$ cat src/rtl/axis_pkg.sv
// Shared types and helpers for the frame-granular AXIS arbiter.
package axis_pkg;

    typedef enum logic {ST_IDLE, ST_LOCK} arb_state_t;

    localparam int MAX_PORTS = 16;

    function automatic int idw_of(input int n);
        return (n > 1) ? $clog2(n) : 1;
    endfunction

    // First requester strictly after 'last', wrapping modulo n; returns 'last' when nobody requests.
    function automatic logic [3:0] rr_pick(input logic [MAX_PORTS-1:0] req,
                                           input logic [3:0] last,
                                           input int n);
        logic [3:0] pick;
        logic       found;
        logic [4:0] idx;
        pick  = last;
        found = 1'b0;
        for (int k = 1; k <= MAX_PORTS; k++) begin
            idx = {1'b0, last} + 5'(k);
            if (32'(idx) >= n) idx = idx - 5'(n);
            if ((k <= n) && !found && req[idx[3:0]]) begin
                pick  = idx[3:0];
                found = 1'b1;
            end
        end
        return pick;
    endfunction

endpackage

$ cat src/rtl/axis_skid_buffer.sv
// Two-entry registered buffer; output and input-ready come straight from flops.
module axis_skid_buffer #(
    parameter int WIDTH = 8
) (
    input  logic             clk,
    input  logic             rst,
    input  logic             in_valid_i,
    input  logic [WIDTH-1:0] in_data_i,
    output logic             in_ready_o,
    output logic             out_valid_o,
    output logic [WIDTH-1:0] out_data_o,
    input  logic             out_ready_i
);

    logic [WIDTH-1:0] mem_q [2];
    logic             rd_ptr_q, wr_ptr_q;
    logic [1:0]       count_q, count_d;
    logic             ready_q;
    logic             push, pop;

    assign out_valid_o = (count_q != 2'd0);
    assign out_data_o  = mem_q[rd_ptr_q];
    assign in_ready_o  = ready_q;
    assign pop         = out_valid_o & out_ready_i;
    assign push        = in_valid_i & ready_q;
    assign count_d     = count_q + {1'b0, push} - {1'b0, pop};

    always_ff @(posedge clk) begin
        if (rst) begin
            count_q  <= 2'd0;
            rd_ptr_q <= 1'b0;
            wr_ptr_q <= 1'b0;
            ready_q  <= 1'b1;
        end else begin
            count_q <= count_d;
            // ready looks one cycle ahead so a push can never land on a full buffer
            ready_q <= (count_d != 2'd2);
            if (push) wr_ptr_q <= ~wr_ptr_q;
            if (pop)  rd_ptr_q <= ~rd_ptr_q;
        end
    end

    always_ff @(posedge clk) begin
        if (push && !rst) mem_q[wr_ptr_q] <= in_data_i;
    end

endmodule

$ cat src/rtl/axis_frame_arbiter.sv
// N:1 AXI4-Stream arbiter with frame-granular round-robin and a registered output stage.
//   state   | meaning
//   ST_IDLE | no grant; pick next requester round-robin
//   ST_LOCK | grant held until the frame's last beat is accepted
module axis_frame_arbiter
    import axis_pkg::*;
#(
    parameter int NUM_PORTS   = 4,
    parameter int TDATA_WIDTH = 32,
    parameter int TUSER_WIDTH = 1,
    parameter int HAS_TLAST   = 1,
    localparam int IDW        = idw_of(NUM_PORTS)
) (
    input  logic                             aclk,
    input  logic                             areset,
    input  logic [NUM_PORTS*TDATA_WIDTH-1:0] s_axis_tdata,
    input  logic [NUM_PORTS*TUSER_WIDTH-1:0] s_axis_tuser,
    input  logic [NUM_PORTS-1:0]             s_axis_tlast,
    input  logic [NUM_PORTS-1:0]             s_axis_tvalid,
    output logic [NUM_PORTS-1:0]             s_axis_tready,
    output logic [TDATA_WIDTH-1:0]           m_axis_tdata,
    output logic [TUSER_WIDTH-1:0]           m_axis_tuser,
    output logic                             m_axis_tlast,
    output logic [IDW-1:0]                   m_axis_tid,
    output logic                             m_axis_tvalid,
    input  logic                             m_axis_tready,
    output logic                             busy
);

    localparam int PW = IDW + 1 + TUSER_WIDTH + TDATA_WIDTH;

    arb_state_t       state_q, state_d;
    logic [IDW-1:0]   grant_q, grant_d;
    logic [IDW-1:0]   last_grant_q, last_grant_d;
    logic             skid_ready;
    logic             lock_valid;
    logic             push;
    logic             beat_last;
    logic [TDATA_WIDTH-1:0] sel_data;
    logic [TUSER_WIDTH-1:0] sel_user;
    logic [PW-1:0]    push_word, pop_word;

    assign sel_data   = s_axis_tdata[int'(grant_q)*TDATA_WIDTH +: TDATA_WIDTH];
    assign sel_user   = s_axis_tuser[int'(grant_q)*TUSER_WIDTH +: TUSER_WIDTH];
    assign beat_last  = (HAS_TLAST != 0) ? s_axis_tlast[grant_q] : 1'b1;
    assign lock_valid = (state_q == ST_LOCK) && s_axis_tvalid[grant_q];
    assign push       = lock_valid && skid_ready;
    assign push_word  = {grant_q, beat_last, sel_user, sel_data};
    assign busy       = (state_q == ST_LOCK);

    always_comb begin
        state_d       = state_q;
        grant_d       = grant_q;
        last_grant_d  = last_grant_q;
        s_axis_tready = '0;
        case (state_q)
            ST_IDLE: begin
                if (|s_axis_tvalid) begin
                    grant_d      = IDW'(rr_pick(MAX_PORTS'(s_axis_tvalid), 4'(last_grant_q), NUM_PORTS));
                    last_grant_d = grant_d;
                    state_d      = ST_LOCK;
                end
            end
            ST_LOCK: begin
                s_axis_tready[grant_q] = skid_ready;
                if (push && beat_last) state_d = ST_IDLE;
            end
            default: state_d = ST_IDLE;
        endcase
    end

    always_ff @(posedge aclk) begin
        if (areset) begin
            state_q      <= ST_IDLE;
            grant_q      <= '0;
            last_grant_q <= IDW'(NUM_PORTS - 1);
        end else begin
            state_q      <= state_d;
            grant_q      <= grant_d;
            last_grant_q <= last_grant_d;
        end
    end

    axis_skid_buffer #(.WIDTH(PW)) u_skid (
        .clk         (aclk),
        .rst         (areset),
        .in_valid_i  (lock_valid),
        .in_data_i   (push_word),
        .in_ready_o  (skid_ready),
        .out_valid_o (m_axis_tvalid),
        .out_data_o  (pop_word),
        .out_ready_i (m_axis_tready)
    );

    assign {m_axis_tid, m_axis_tlast, m_axis_tuser, m_axis_tdata} = pop_word;

endmodule

$ cat config.mk
export PLATFORM = sky130hd
export DESIGN_NAME = axis_frame_arbiter
export DESIGN_NICKNAME = d
export VERILOG_FILES = /design/src/rtl/axis_pkg.sv /design/src/rtl/axis_skid_buffer.sv /design/src/rtl/axis_frame_arbiter.sv
export SDC_FILE = /design/constraint.sdc
export NUM_CORES = 1
export LEC_CHECK = 0
export ABC_AREA = 1
export CAP_MARGIN = 0
export CORE_ASPECT_RATIO = 0.9
export CORE_MARGIN = 3
export CORE_UTILIZATION = 42
export CTS_CLUSTER_DIAMETER = 50
export DETAILED_ROUTE_END_ITERATION = 8
export GPL_ROUTABILITY_DRIVEN = 0
export GPL_TIMING_DRIVEN = 1
export PLACE_DENSITY = 0.8
export SLEW_MARGIN = 5
export SYNTH_ARGS = -nofsm -noshare
export SYNTH_HDL_FRONTEND = slang
export SYNTH_SLANG_ARGS = --single-unit
export TNS_END_PERCENT = 100
$ cat constraint.sdc
create_clock -name aclk -period 5.65 [get_ports aclk]
set_input_delay 1.13 -clock aclk [delete_from_list [all_inputs] [get_ports aclk]]
set_output_delay 1.13 -clock aclk [all_outputs]
set_load 0.02 [all_outputs]
== Yosys cells after proc, flatten, opt, wreduce, memory -nomap -nowiden ==
Memories as Yosys holds them, arrays and structs flattened. A register that Yosys moved wholly into a read port is not among the register bits.
Cells that the tools add are included.
Word-level totals
  register bits: 10
  RAM bits: 72
  bits of input ports: 143
  logic and storage cells: 99
  memories: 1
Operators by class
  bitwise logic cells: 6
  $lt $le $gt $ge: 10
  multiplexer cells: 47
  $add $sub $neg: 10
  shift-type cells: 2
  eq/ne operators: 1
  reductions and logical operators: 15
Memory list
  u_skid.mem_q: depth 2, bits a word 36, read ports 1, clocked after Yosys merged registers in 1, write ports 1, line axis_skid_buffer.sv:15  | logic [WIDTH-1:0] mem_q [2];
Operator list (count)
  128-bit by 8-bit variable part select with 32-bit output: 1
  4-bit two-way mux: 13
  1-bit two-way mux: 22
  4-bit by 5-bit less-than comparator with 1-bit output (second input constant): 4
  1-bit binary-select mux with 4-bit select: 4
  3-bit by 3-bit subtractor with 4-bit output (second input constant): 3
  3-bit greater-or-equal comparator (second input constant): 3
  1-bit logical AND: 8
  2-bit two-way mux: 4
  2-bit by 2-bit adder with 3-bit output (second input constant): 2
  2-bit by 3-bit adder with 4-bit output (second input constant): 1
  4-bit bitwise AND: 1
  1-bit binary-select mux with 2-bit select: 2
  4-bit by 3-bit greater-or-equal comparator with 1-bit output (second input constant): 1
  1-bit logical NOT: 4
  4-bit OR reduction: 1
  4-bit by 3-bit variable part select with 1-bit output: 1
  4-bit by 3-bit subtractor with 4-bit output (second input constant): 1
  2-bit by 1-bit adder with 3-bit output (second input constant): 1
  2-bit by 3-bit less-than comparator with 1-bit output (second input constant): 1
  1-bit inverter: 3
  2-bit by 1-bit adder with 2-bit output: 1
  1-bit bitwise AND: 2
  1-bit demux with 2-bit select: 1
  6 further kinds: 6

== Longest topological paths before layout ==
  depth after elaboration: 23
  depth in mapped cells: 12
  gate-level depth less buffers: 12

== By module ==
A second synthesis with hierarchy kept.
Second synthesis, totals
  cell total of the unflattened synthesis: 365
  area total of the unflattened synthesis: 4252.8 um2
By module, submodules not included
  axis_skid_buffer: instances 1, area each 3027.9 um2, cells each 152, seq. area each 2282.2 um2
  axis_frame_arbiter: instances 1, area each 1224.9 um2, cells each 213, seq. area each 100.1 um2

== Least setup slack after synthesis ==
Ideal clock, no wire load.
  path type: input -> register
  from: input s_axis_tvalid[2]
  to: memory u_skid.mem_q[1][0] (netlist name), enable pin
  setup slack: 1212 ps
  data arrival time: 3964 ps
  required time: 5176 ps
  stages: 6
  cell sequence: inv_1 -> nor2_1 -> a21oi_1 -> o221ai_2 -> nand2_2 -> nor3_1
Between the ends
  longest elaborated chain between the ends: 7
Ends and longest elaborated chain
  start: declaration: line axis_frame_arbiter.sv:19  | input logic [NUM_PORTS-1:0] s_axis_tvalid,
  1-bit binary-select mux with 2-bit select: line axis_frame_arbiter.sv:46  | assign lock_valid = (state_q == ST_LOCK) && s_axis_tvalid[grant_q];
  1-bit two-way mux (implied by the code): line axis_frame_arbiter.sv:46
  1-bit logical AND: line axis_frame_arbiter.sv:46
  1-bit bitwise AND: line axis_skid_buffer.sv:25  | assign push = in_valid_i & ready_q;
  1-bit logical AND: line axis_skid_buffer.sv:44  | if (push && !rst) mem_q[wr_ptr_q] <= in_data_i;
  1-bit two-way mux: line axis_skid_buffer.sv:44
  1-bit two-way mux (implied by the code): line axis_skid_buffer.sv:44
  end: declaration: line axis_skid_buffer.sv:15
Every way passes these cells. The select of a mux whose other input is x is not followed.

== Worst setup path in the final report ==
  from: register grant_q[1]
  to: output s_axis_tready[0]
Between the ends
  longest elaborated chain between the ends: 6
  elaborated cells between the ends (all ways): 7
  those cells by class: order compare: 2; mux: 3; bitwise: 1; reduce/logical: 1
Ends and longest elaborated chain
  start: declaration: line axis_frame_arbiter.sv:33  | logic [IDW-1:0] grant_q, grant_d;
  start signal: assignment: line axis_frame_arbiter.sv:79  | grant_q <= grant_d;
  2-bit by 3-bit less-than comparator with 1-bit output (implied by the code) or 2-bit by 1-bit greater-or-equal comparator with 1-bit output (tied branches): line axis_frame_arbiter.sv:65  | s_axis_tready[grant_q] = skid_ready;
  1-bit logical AND (implied by the code): line axis_frame_arbiter.sv:65
  1-bit two-way mux (implied by the code): line axis_frame_arbiter.sv:65
  1-bit demux with 2-bit select (*): line axis_frame_arbiter.sv:65
  4-bit bitwise AND (no source line) (*)
  4-bit two-way mux (*): line axis_frame_arbiter.sv:56  | case (state_q)
  end: declaration: line axis_frame_arbiter.sv:20  | output logic [NUM_PORTS-1:0] s_axis_tready,
Every way passes the cells marked *; elsewhere a longest branch is shown, timed or not.

==> qor.yml <==
run_status:
  outcome: "finished clean"
global_route:
  use_met2_pct: 37.04
  grt.overflow.total: 0
  grt_use_met3_pct: 5.162
  grt_pass1_vias: 3797
  grt_use_met1_pct: 26.29
  track_usage_pct: 21.42
  grt-busiest-layer: "met2"
  grt_pass1_wl_um: 19080
  antenna_found_initial: 0
  grt_max_degree: 41
timing:
  fin_crit_ns: 3.817
  fmax_mhz: 262.0
  setup_viol: 0
  fin_skew_ns: 0.008196
  rsz0062_at_grt: "no"
  hold_violations: 0
  finalCritPeriodShare_pct: 67.56
  max_slew.worst_pin.slew_ns: 1.081
  final.setup.worst_slack_ns: 1.833
  setup_tns_ns: 0
  maxSlewHeadroom_pct: 27.77
  drv_slew: 0
cells_and_area:
  layout-drive-gt1-share_pct: 12.46
  nFillCells: 718
  n_antenna_cell: 0
  multi_input_comb_area_um2: 1630
  fin_nets: 715
  register_area_um2: 2385
  area_growth_pct: 51.15
synthesis:
  async_reset_ff_share_pct: 0
  synth-edff-count: 72
  syn_avg_cell_area_um2: 10.77
  synth_nets: 538
  syn_area_um2: 4180
  ys_seq_area_share_pct: 56.99
  ys_warn_count: 0
  synth_cell_types: 30
  synth-seq-cells: 83
  ys.flop_type: "edfxtp_1"
  syn_inst: 388
critical_path:
  rrSetupSlack_ns: 2.30
  path_class: "reg -> out"
  cp_data_required_time_ns: 4.52
  endpoint_kind: "output port"
  crit_fanout: 40
  arrival_ns: 2.69
  r2r-end: "u_skid.mem_q[0][14]$_DFFE_PP_"
  rr_worst_depth: 6
  rr_startpoint: "grant_q[1]$_SDFFE_PP0P_"
  crit_path_start_kind: "register"
placement:
  dp_hpwl_um: 8607
  portBuffers: 184
  dp_slack_ns: 2.204
clock_tree:
  htreeDepth: 3
  cts_tree: "yes"
  cts_num_sinks: 83
  clk_latency_ns: 0.34
  post_cts_buffers: 0
  clockBufferDepth: 2
  clk_pin_slew_worst_paths_ns: 0.09
  hold_buffers: 0
  cts_made_buffers: 9
  cts_resized: 0
  ctsRootBufferMaster: "clkbuf_8"
route:
  drc: 0
  via_count: 3765
  dr.pass1.iters: 7
  drt_iter0_markers: 233
  ant_nets: 0
  vias_per_cell: 5.441
  wl_per_cell_um: 17.39
  routed_wl_um: 12040
floorplan:
  die_x_um: 111.2
  ios: 185
  start_util_pct: 44.40
  fp.dieH_um: 100.6
  rows: 33
  die_area_um2: 11190
  core_um2: 9414
min_path:
  hold_class: "reg -> reg"
  min-delay-start: "u_skid.rd_ptr_q$_SDFFE_PP0P_"
  min_path_cells: 1
power:
  ir_worst_vdd_mv: 0.3085
  power_density_nw_per_um2: 398.1
  clockPowerShare_pct: 16.9
  switching_power_uw: 979.5
  comb_power_share_pct: 46.2
  p_int_mw: 1.536
  p_seq_share_pct: 36.9
  switching_share_pct: 38.94
  p_leak_nw: 2.321
job:
  cap_violations: 0
-- area by class of cell --
class                      count  share of cell area, %
inverter                      25                  1.485
tap                          122                  2.416
clock inverter                 7                  1.208
clock buffer                   9                  1.960
timing repair buffer         186                  29.39
multi-input combinational    260                  25.80
sequential                    83                  37.74
-- metrics by stage --
| stage | cells | util [%] | power, mW | instance area, µm² | hold WS [ns] |
|---|---|---|---|---|---|
| finish | 692 | 67.12 | 2.516 | 6319 | 0.4585 |
| global route | 692 | 67.12 | 2.678 | 6319 | 0.4810 |
| CTS | 692 | 67.12 | 2.527 | 6319 | 0.4518 |
| detailed placement | 676 | 64.99 | 2.104 | 6118 | 0.4380 |
| global placement | 676 | 64.99 | 2.050 | 6118 | 0.4349 |
| floorplan | 388 | - | 1.642 | 4180 | 0.4255 |
-- worst max-delay path by stage --
stage / startpoint / endpoint / slack [ns]
final: grant_q[1]$_SDFFE_PP0P_ / s_axis_tready[0] / 1.83
after global routing: grant_q[1]$_SDFFE_PP0P_ / s_axis_tready[0] / 1.67
after CTS: grant_q[1]$_SDFFE_PP0P_ / s_axis_tready[0] / 1.82
after detailed placement: grant_q[1]$_SDFFE_PP0P_ / s_axis_tready[0] / 2.20
after global placement: grant_q[1]$_SDFFE_PP0P_ / s_axis_tready[0] / 2.30
after floorplan: s_axis_tvalid[2] / u_skid.mem_q[1][0]$_DFFE_PP_ / 1.21
-- power groups by stage --
stage                     Combinational [mW]  Clock, mW  Sequential [mW]
after global placement                  1.11          0            0.940
after CTS                               1.16      0.433            0.932
after floorplan                        0.768          0            0.874
after global routing                    1.27      0.462            0.945
final                                   1.16      0.424            0.929
after detailed placement                1.16          0            0.946
-- logic make-up after synthesis --
kind of cell | Yosys count | synth area share [%]
xor gates and xnor gates | 1 | 0.2096
AOI/OAI and AO/OA | 50 | 8.441
DFF | 83 | 56.99
buffers and inverters | 45 | 4.310
muxes | 36 | 9.698
and+or+nand+nor | 166 | 18.26
adders and majority gates | 7 | 2.095
-- critical path, cell delays in order (launching register included) --
cell and delay [ns]:
dfxtp_2 0.61, nor2_4 0.86, inv_2 0.14, nor2_1 0.12
clkdlybuf4s50_1 0.61
-- Yosys cell counts (7+ instances only) --
cell type  count  area [µm²]
mux2_2        36       405.4
nor2_1        10       37.54
nand3_1       83       415.4
ha_1           7       87.58
clkbuf_1       8       30.03
dfxtp_1       11       220.2
nand2_1       63       236.5
buf_2          9       45.04
edfxtp_1      72        2162
inv_1         20       75.07
a21oi_1        8       40.04
a22oi_1       32       240.2
-- sequential cells by signal, indices dropped and copies added (netlist names), named ones only --
name	count
grant_q	2
u_skid.wr_ptr_q	1
u_skid.rd_ptr_q	1
u_skid.count_q	2
u_skid.in_ready_o	1
last_grant_q	2
u_skid.mem_q	72
busy	1
-- per-layer routing --
layer  share of wire, %  wire length (µm)
met1                 40              4797
met2                 50              5982
met3                8.8              1062
met4                1.6               192
met5                  0                 0
-- layout by cell type (no fill, tap or decap), types with 2 or more instances in the layout --
| cell type | count |
|---|---|
| nor2_4 | 2 |
| inv_2 | 5 |
| buf_4 | 2 |
| o22ai_1 | 2 |
| nand2_1 | 63 |
| inv_6 | 2 |
| a21oi_1 | 8 |
| edfxtp_1 | 72 |
| clkinvlp_4 | 2 |
| nand2_2 | 3 |
| a22oi_1 | 32 |
| nand3_2 | 2 |
| nand3_1 | 83 |
| ha_1 | 7 |
| dfxtp_2 | 2 |
| mux2_2 | 36 |
| nor2_1 | 9 |
| clkbuf_8 | 9 |
| clkdlybuf4s50_1 | 184 |
| inv_1 | 20 |
| o21ai_0 | 2 |
| dfxtp_1 | 9 |
No activity file was read; power rests on OpenSTA's default activity.
